===== src/rtl/gb_cpu_bus_ctrl.sv =====
// CPU-side memory bus controller: one request per M-cycle expanded into a T1..T4 bus sequence.
// Optional GB_CPU_BUS_DMA_LOCK_EN blocks non-HRAM accesses while OAM DMA is active.
package gb_cpu_bus_pkg;
    typedef enum logic [3:0] {
        REG_B     = 4'h0,
        REG_C     = 4'h1,
        REG_D     = 4'h2,
        REG_E     = 4'h3,
        REG_H     = 4'h4,
        REG_L     = 4'h5,
        REG_A     = 4'h6,
        REG_F     = 4'h7,
        REG_IR    = 4'h8,
        REG_TMP_L = 4'h9,
        REG_TMP_H = 4'hA
    } regfile_r8_t;
endpackage

module gb_cpu_bus_ctrl
    import gb_cpu_bus_pkg::*;
#(
    parameter int unsigned TIMEOUT_CYC  = 15,
    parameter logic [7:0]  OPEN_BUS_VAL = 8'hFF
) (
    input  logic        clk,
    input  logic        reset_n,
    input  logic        req_valid,
    output logic        req_ready,
    input  logic        req_write,
    input  logic [15:0] req_addr,
    input  logic [7:0]  req_wdata,
    input  regfile_r8_t req_dst,
    output logic        done,
    output logic        timeout,
    output logic [15:0] mem_addr,
    output logic        mem_rd,
    output logic        mem_wr,
    output logic [7:0]  mem_dout,
    input  logic [7:0]  mem_din,
    input  logic        mem_wait,
    output regfile_r8_t data_bus_req,
    output logic [7:0]  data_bus_data,
    output logic        data_bus_wren,
    input  logic        dma_active
);

    localparam int               CNT_W      = (TIMEOUT_CYC > 0) ? $clog2(TIMEOUT_CYC + 1) : 1;
    localparam logic [CNT_W-1:0] CNT_MAX    = CNT_W'(TIMEOUT_CYC);
    localparam bit               TIMEOUT_EN = (TIMEOUT_CYC != 0);

    // state | meaning: IDLE no access | T1 address out | T2 strobe on | T3 strobe held, wait | T4 done, data to regfile
    typedef enum logic [2:0] {S_IDLE, S_T1, S_T2, S_T3, S_T4} state_t;

    state_t            state, state_nxt;
    logic              lat_write, lat_write_nxt;
    logic [7:0]        lat_wdata, lat_wdata_nxt;
    regfile_r8_t       lat_dst, lat_dst_nxt;
    logic              lat_block, lat_block_nxt;
    logic [CNT_W-1:0]  wait_cnt, wait_cnt_nxt;
    logic [15:0]       mem_addr_nxt;
    logic              mem_rd_nxt, mem_wr_nxt;
    logic [7:0]        mem_dout_nxt;
    regfile_r8_t       data_bus_req_nxt;
    logic [7:0]        data_bus_data_nxt;
    logic              data_bus_wren_nxt, done_nxt, timeout_nxt;
    logic              t3_exit;
    logic [7:0]        t3_data;
    logic              req_block;

`ifdef GB_CPU_BUS_DMA_LOCK_EN
    assign req_block = dma_active && !((req_addr >= 16'hFF80) && (req_addr <= 16'hFFFE));
`else
    logic dma_unused;
    assign dma_unused = dma_active;
    assign req_block  = 1'b0;
`endif

    assign req_ready = (state == S_IDLE) || (state == S_T4);

    always_comb begin
        state_nxt         = state;
        lat_write_nxt     = lat_write;
        lat_wdata_nxt     = lat_wdata;
        lat_dst_nxt       = lat_dst;
        lat_block_nxt     = lat_block;
        wait_cnt_nxt      = wait_cnt;
        mem_addr_nxt      = mem_addr;
        mem_rd_nxt        = mem_rd;
        mem_wr_nxt        = mem_wr;
        mem_dout_nxt      = mem_dout;
        data_bus_req_nxt  = data_bus_req;
        data_bus_data_nxt = data_bus_data;
        data_bus_wren_nxt = 1'b0;
        done_nxt          = 1'b0;
        timeout_nxt       = 1'b0;
        t3_exit           = 1'b0;
        t3_data           = OPEN_BUS_VAL;

        case (state)
            S_IDLE, S_T4: begin
                mem_rd_nxt = 1'b0;
                mem_wr_nxt = 1'b0;
                if (req_valid) begin
                    state_nxt     = S_T1;
                    lat_write_nxt = req_write;
                    lat_wdata_nxt = req_wdata;
                    lat_dst_nxt   = req_dst;
                    lat_block_nxt = req_block;
                    mem_addr_nxt  = req_addr;
                    wait_cnt_nxt  = '0;
                end else begin
                    state_nxt = S_IDLE;
                end
            end
            S_T1: begin
                state_nxt = S_T2;
                if (!lat_block) begin
                    mem_rd_nxt = !lat_write;
                    mem_wr_nxt = lat_write;
                    if (lat_write) begin
                        mem_dout_nxt = lat_wdata;
                    end
                end
            end
            S_T2: begin
                state_nxt = S_T3;
            end
            S_T3: begin
                // A blocked access never waits on the bus, so its timing stays at 4 cycles.
                if (lat_block) begin
                    t3_exit = 1'b1;
                end else if (!mem_wait) begin
                    t3_exit = 1'b1;
                    t3_data = mem_din;
                end else if (TIMEOUT_EN && (wait_cnt == CNT_MAX)) begin
                    t3_exit     = 1'b1;
                    timeout_nxt = 1'b1;
                end else begin
                    wait_cnt_nxt = wait_cnt + CNT_W'(1);
                end
                if (t3_exit) begin
                    state_nxt  = S_T4;
                    mem_rd_nxt = 1'b0;
                    mem_wr_nxt = 1'b0;
                    done_nxt   = 1'b1;
                    if (!lat_write) begin
                        data_bus_wren_nxt = 1'b1;
                        data_bus_req_nxt  = lat_dst;
                        data_bus_data_nxt = t3_data;
                    end
                end
            end
            default: begin
                state_nxt = S_IDLE;
            end
        endcase
    end

    always_ff @(posedge clk or negedge reset_n) begin
        if (!reset_n) begin
            state         <= S_IDLE;
            lat_write     <= 1'b0;
            lat_wdata     <= 8'h00;
            lat_dst       <= REG_B;
            lat_block     <= 1'b0;
            wait_cnt      <= '0;
            mem_addr      <= 16'h0000;
            mem_rd        <= 1'b0;
            mem_wr        <= 1'b0;
            mem_dout      <= 8'h00;
            data_bus_req  <= REG_B;
            data_bus_data <= 8'h00;
            data_bus_wren <= 1'b0;
            done          <= 1'b0;
            timeout       <= 1'b0;
        end else begin
            state         <= state_nxt;
            lat_write     <= lat_write_nxt;
            lat_wdata     <= lat_wdata_nxt;
            lat_dst       <= lat_dst_nxt;
            lat_block     <= lat_block_nxt;
            wait_cnt      <= wait_cnt_nxt;
            mem_addr      <= mem_addr_nxt;
            mem_rd        <= mem_rd_nxt;
            mem_wr        <= mem_wr_nxt;
            mem_dout      <= mem_dout_nxt;
            data_bus_req  <= data_bus_req_nxt;
            data_bus_data <= data_bus_data_nxt;
            data_bus_wren <= data_bus_wren_nxt;
            done          <= done_nxt;
            timeout       <= timeout_nxt;
        end
    end

endmodule


===== config.mk =====
export PLATFORM = sky130hd
export DESIGN_NAME = gb_cpu_bus_ctrl
export DESIGN_NICKNAME = d
export VERILOG_FILES = /design/src/rtl/gb_cpu_bus_ctrl.sv
export SDC_FILE = /design/constraint.sdc
export NUM_CORES = 1
export LEC_CHECK = 0
export ABC_AREA = 1
export ABC_CLOCK_PERIOD_IN_PS = 2500
export BUFFER_PORTS_ARGS = -buffer_cell sky130_fd_sc_hd__buf_4
export CAP_MARGIN = 20
export CORE_UTILIZATION = 31
export DETAILED_ROUTE_END_ITERATION = 8
export PLACE_DENSITY = 0.5
export SYNTH_ARGS = -nofsm -noshare
export SYNTH_HDL_FRONTEND = slang
export SYNTH_SLANG_ARGS = --single-unit

===== constraint.sdc =====
create_clock -name clk -period 2.5 [get_ports clk]
set_clock_uncertainty 0.1 [all_clocks]
set_input_delay 0.25 -clock clk [delete_from_list [all_inputs] [get_ports clk]]
set_output_delay 0.25 -clock clk [all_outputs]
set_load 0.05 [all_outputs]

# == Word level (Yosys, flattened, before mapping) ==
# Cells that the tools add are included.
# classes
addsub,1
n_eq_ne,9
muxes,21
n_bitwise,1
reduce_logical,11
# op_table
operator,n
1-bit two-way mux,12
4-bit two-way mux,3
3-bit case mux with 4 select lines,1
8-bit two-way mux,1
2-bit inequality test (second input constant),4
4-bit case mux with 2 select lines,1
3-bit by 2-bit == test with 1-bit output (second input constant),2
1-bit case mux with 3 select lines,2
2-bit AND reduction,3
4-bit by 1-bit adder with 4-bit output (second input constant),1
4-bit == test (second input constant),1
4-bit AND reduction,1
3-bit by 1-bit == test with 1-bit output (second input constant),1
3-bit == test (second input constant),1
3-bit logical NOT,1
3-bit two-way mux,1
3-bit AND reduction,1
3-bit nonzero test,1
2-bit nonzero test,1
2-bit OR reduction,1
1-bit logical NOT,1
1-bit logical OR,1
1-bit NOT,1
# totals
reg_bits,61
in_bits,42
word_cells,57

# == Depth between registers and ports, before layout ==
# logic_depth
word_depth,6
ltp_mapped,7
depth_no_buf,6

# == Least setup slack after synthesis ==
# OpenSTA, ideal clock, no wires.
# synth_timing
path_kind,reg2reg
from,register state[1]
to,register mem_addr[0]
setup_time_ps,118
arrival_ps,1768
path_slack_ps,514
path_stages_with_launch,7
synth_period_minus_slack_ps,1986
path_cell_list,dfrtp_1 nor2_1 nand2_1 buf_4 buf_6 nand2_1 nand2_1
# synth_via
elab_chain_cells,3
word_cells_on_any_way,4
cone_classes,1 x eq/ne; 3 x reduce/logical
# synth_rtl
element,line,source
start: declaration,54,"state_t state, state_nxt;"
start signal: assignment,177,state <= state_nxt;
3-bit == test or 3-bit logical NOT (tied branches),99,case (state)
2-bit OR reduction (*),99,
2-bit AND reduction (no line) (*),-,
end signal: assignment,183,mem_addr <= mem_addr_nxt;
end: declaration,35,"output logic [15:0] mem_addr,"
# Mark *: on every way between the ends. The rest lies on a longest branch, timed or not.
# A chain may end at the register's enable or synchronous reset.

# == Worst setup path in the final report ==
# layout_timing
from,register wait_cnt[0]
to,register data_bus_data[1]
# layout_via
elab_chain_cells,5
# layout_rtl
element,line,source
start: declaration,59,"logic [CNT_W-1:0] wait_cnt, wait_cnt_nxt;"
start signal: assignment,182,wait_cnt <= wait_cnt_nxt;
4-bit == test,135,end else if (TIMEOUT_EN && (wait_cnt == CNT_MAX)) begin
1-bit two-way mux,135,
1-bit two-way mux,132,end else if (!mem_wait) begin
1-bit two-way mux,99,
3-bit AND reduction (no line),-,
end signal: assignment,188,data_bus_data <= data_bus_data_nxt;
end: declaration,42,"output logic [7:0] data_bus_data,"
# No other way between the ends. The select of a mux whose other input is x is not followed.

==> flow_summary.yaml <==
final_layout:
  drive_gt1_share_pct: 32.79
  final_core_util_pct: 44.76
  ff_latch_area_um2: 1526
  n_antenna_cell: 0
  final_area_um2: 3495
  n_fill_cell: 799
  nNetsFinal: 405
  syn2layout_area_growth_pct: 38.61
  final_cells: 468
  multi_input_area_um2: 863.3
floorplan:
  rows: 32
  die_area_um2: 8497
  initial_utilization_pct: 32.29
  io_pins: 84
  die_y_um: 92.18
  die_w_um: 92.18
  core-area_um2: 7807
clock_tree:
  cts_hold_buf: 10
  cts_resized: 0
  clockBufferDepth: 2
  htreeDepth: 3
  path_clk_slew_ps: 70
  cts_tree: "yes"
  post_cts.repair.setup_buffers: 0
  cts_buffers: 9
  clkLatencyLatePin_ps: 330
  cts_root_buffer: "clkbuf_8"
  clock-sinks: 61
status:
  status: "complete, no violations"
global_route:
  grt_pass1_wl_mm: 9.163
  grtUsageTotal_pct: 14.13
  globalRouteOverflowTotal: 0
  grt_max_degree: 62
  antenna_found_initial: 0
  first_global_vias: 1921
yosys:
  ys_warn_count: 0
  synth.top_cells.by_area: "dfrtp_1, nand2_1, o21ai_2"
  syn_inst: 267
  yosys.area.top_type: "dfrtp_1"
  avgSynthCellArea_um2: 9.443
  synth_area_um2: 2521
  synth-seq-cells: 61
  synth_seq_area_share_pct: 60.55
  synth_top_area_share_pct: 60.55
  synth_cell_type_count: 21
  synth_fp_nets: 310
timing:
  hold_ws_ps: 18.00
  max_freq_ghz: 0.6174
  setup_viol: 0
  maxSlewHeadroom_pct: 48.51
  worstMarginPinSlew_ps: 772.3
  rsz0062_at_grt: "no"
  drv_slew: 0
  setup_tns_ps: 0
  finalCritPeriodShare_pct: 64.79
  finalHoldViolations: 0
  finalCriticalPeriod_ps: 1620
setup_path:
  rr_endpoint: "data_bus_data[1]$_DFFE_PN0P_"
  crit_type: "flip-flop to flip-flop"
  r2r_start: "wait_cnt[0]$_DFFE_PN0P_"
  critPathCaptureType: "flip-flop"
  reg2reg_depth: 6
  path_max_fanout: 25
  path_cells: "ha_1, nand3_4, nand2_1, nand3_4, nand2_1, o21ai_2"
  cp_top_family: "simple AND/OR/NAND/NOR gates"
  startpoint_type: "flip-flop"
  worst-path-stages: 6
  startpoint: "wait_cnt[0]$_DFFE_PN0P_"
  cp_data_required_time_ps: 2610
  cp_num_buf_inv: 0
  rrSetupSlack_ps: 880
  slowest_delay_ps: 400
  setup.worst_path.end: "data_bus_data[1]$_DFFE_PN0P_"
  crit_arrival_ps: 1730
  worst_path_max_delay_cell: "dfrtp_1"
route:
  vias_per_cell: 4.299
  drt_pass1_iterations: 4
  wire_per_inst_um: 11.95
  drt_iter0_drc: 82
  vias: 2012
  wl_mm: 5.592
  drc: 0
  ant_nets: 0
placed_design:
  dpl.hpwl_mm: 3.633
  gp_congestion: 0.7117
  portBuffers: 82
  placedInstanceArea_um2: 3186
  placedCellCount: 442
flow_run:
  maxCapViolations: 0
power_and_ir_drop:
  power_density_nw_per_um2: 1418
  peakVddDrop_uv: 784.0
  leakage_nw: 1.861
hold_path:
  worstHoldStart: "req_addr[9]"
  hp-class: "primary input to flip-flop"
[cell usage in the layout, fill, tap and decap left out, drive strengths merged]
cell type / count
nor2: 17
bufinv: 1
o21ai: 20
nand2: 125
inv: 12
clkinv: 2
xnor2: 1
dlygate4sd3: 11
dfrtp: 61
nand3b: 2
clkbuf: 11
nand3: 16
buf: 83
clkinvlp: 1
a21oi: 2
ha: 1
[tightest hold or removal path: stages]
cell,delay (ps)
buf_4,70
nand2_1,40
nand2_1,50
[worst min path at each step]
stage                                    to  slack (ps)  cells after the start
6_report            mem_addr[9]$_DFFE_PN0P_          20                      3
4_1_cts            mem_addr[12]$_DFFE_PN0P_         0.1                      3
2_1_floorplan  data_bus_data[0]$_DFFE_PN0P_        -150                      0
3_3_place_gp        mem_dout[4]$_DFFE_PN0P_         300                      1
5_1_grt            lat_wdata[7]$_DFFE_PN0P_           8                      3
3_5_place_dp        mem_dout[4]$_DFFE_PN0P_         290                      1
[synthesized netlist by cell type (all sizes together)]
master / n
nand3b: 2
inv: 12
dfrtp: 61
xnor2: 1
nor2: 17
nand2: 125
clkbuf: 2
ha: 1
buf: 8
nand3: 16
o21ai: 20
a21oi: 2
[power by group]
part | internal, W | switching [W] | leakage, nW
Clock | 0.000506 | 0.000376 | 0.101
Sequential | 0.00140 | 0.000245 | 0.773
Combinational | 0.000712 | 0.00171 | 0.986
Total | 0.00262 | 0.00233 | 1.86
[cell type report]
cell class                      instances  area share (%)
Sequential cell                        61           43.68
Multi-Input combinational cell        184           24.70
Timing Repair Buffer                   94           20.98
Clock buffer                           11           4.332
Tap cell                              102           3.652
Clock inverter                          4           1.361
Inverter                               12           1.289
[cells by family after synthesis]
logic type / Yosys count / synth area share, %
DFF: 61 / 60.55
AOI/OAI and AO/OA: 22 / 6.303
adders and majority gates: 1 / 0.4962
buffers and inverters: 22 / 5.210
xor gates and xnor gates: 1 / 0.3475
and+or+nand+nor: 160 / 27.10
[layer usage]
layer / share of wire, % / wire length [um] / GRT usage [%] / vias up
met5: 0 / 0 / 0 / -
met4: 1.4 / 80 / 5.078 / 0
met3: 5.3 / 299 / 5.224 / 4
met2: 49 / 2755 / 23.32 / 49
met1: 44 / 2456 / 16.83 / 941
li1: - / - / - / 1018
[state kept, by name (all words and copies together), names as in the netlist]
name and cells:
data_bus_req 4, mem_dout 8, timeout 1, data_bus_wren 1, wait_cnt 4, mem_wr 1, data_bus_data 8, state 3
lat_wdata 8, lat_dst 4, mem_addr 16, mem_rd 1, lat_write 1, done 1
[per-stage QoR]
step                setup slack (ps)  power [W]
CTS                            857.6   0.005030
floorplan                      514.1   0.003410
detailed placement             871.2   0.004110
finish                         880.3   0.004955
global placement               888.1   0.004075
global route                   726.9   0.005271
Power figures use the tool's default switching activity.
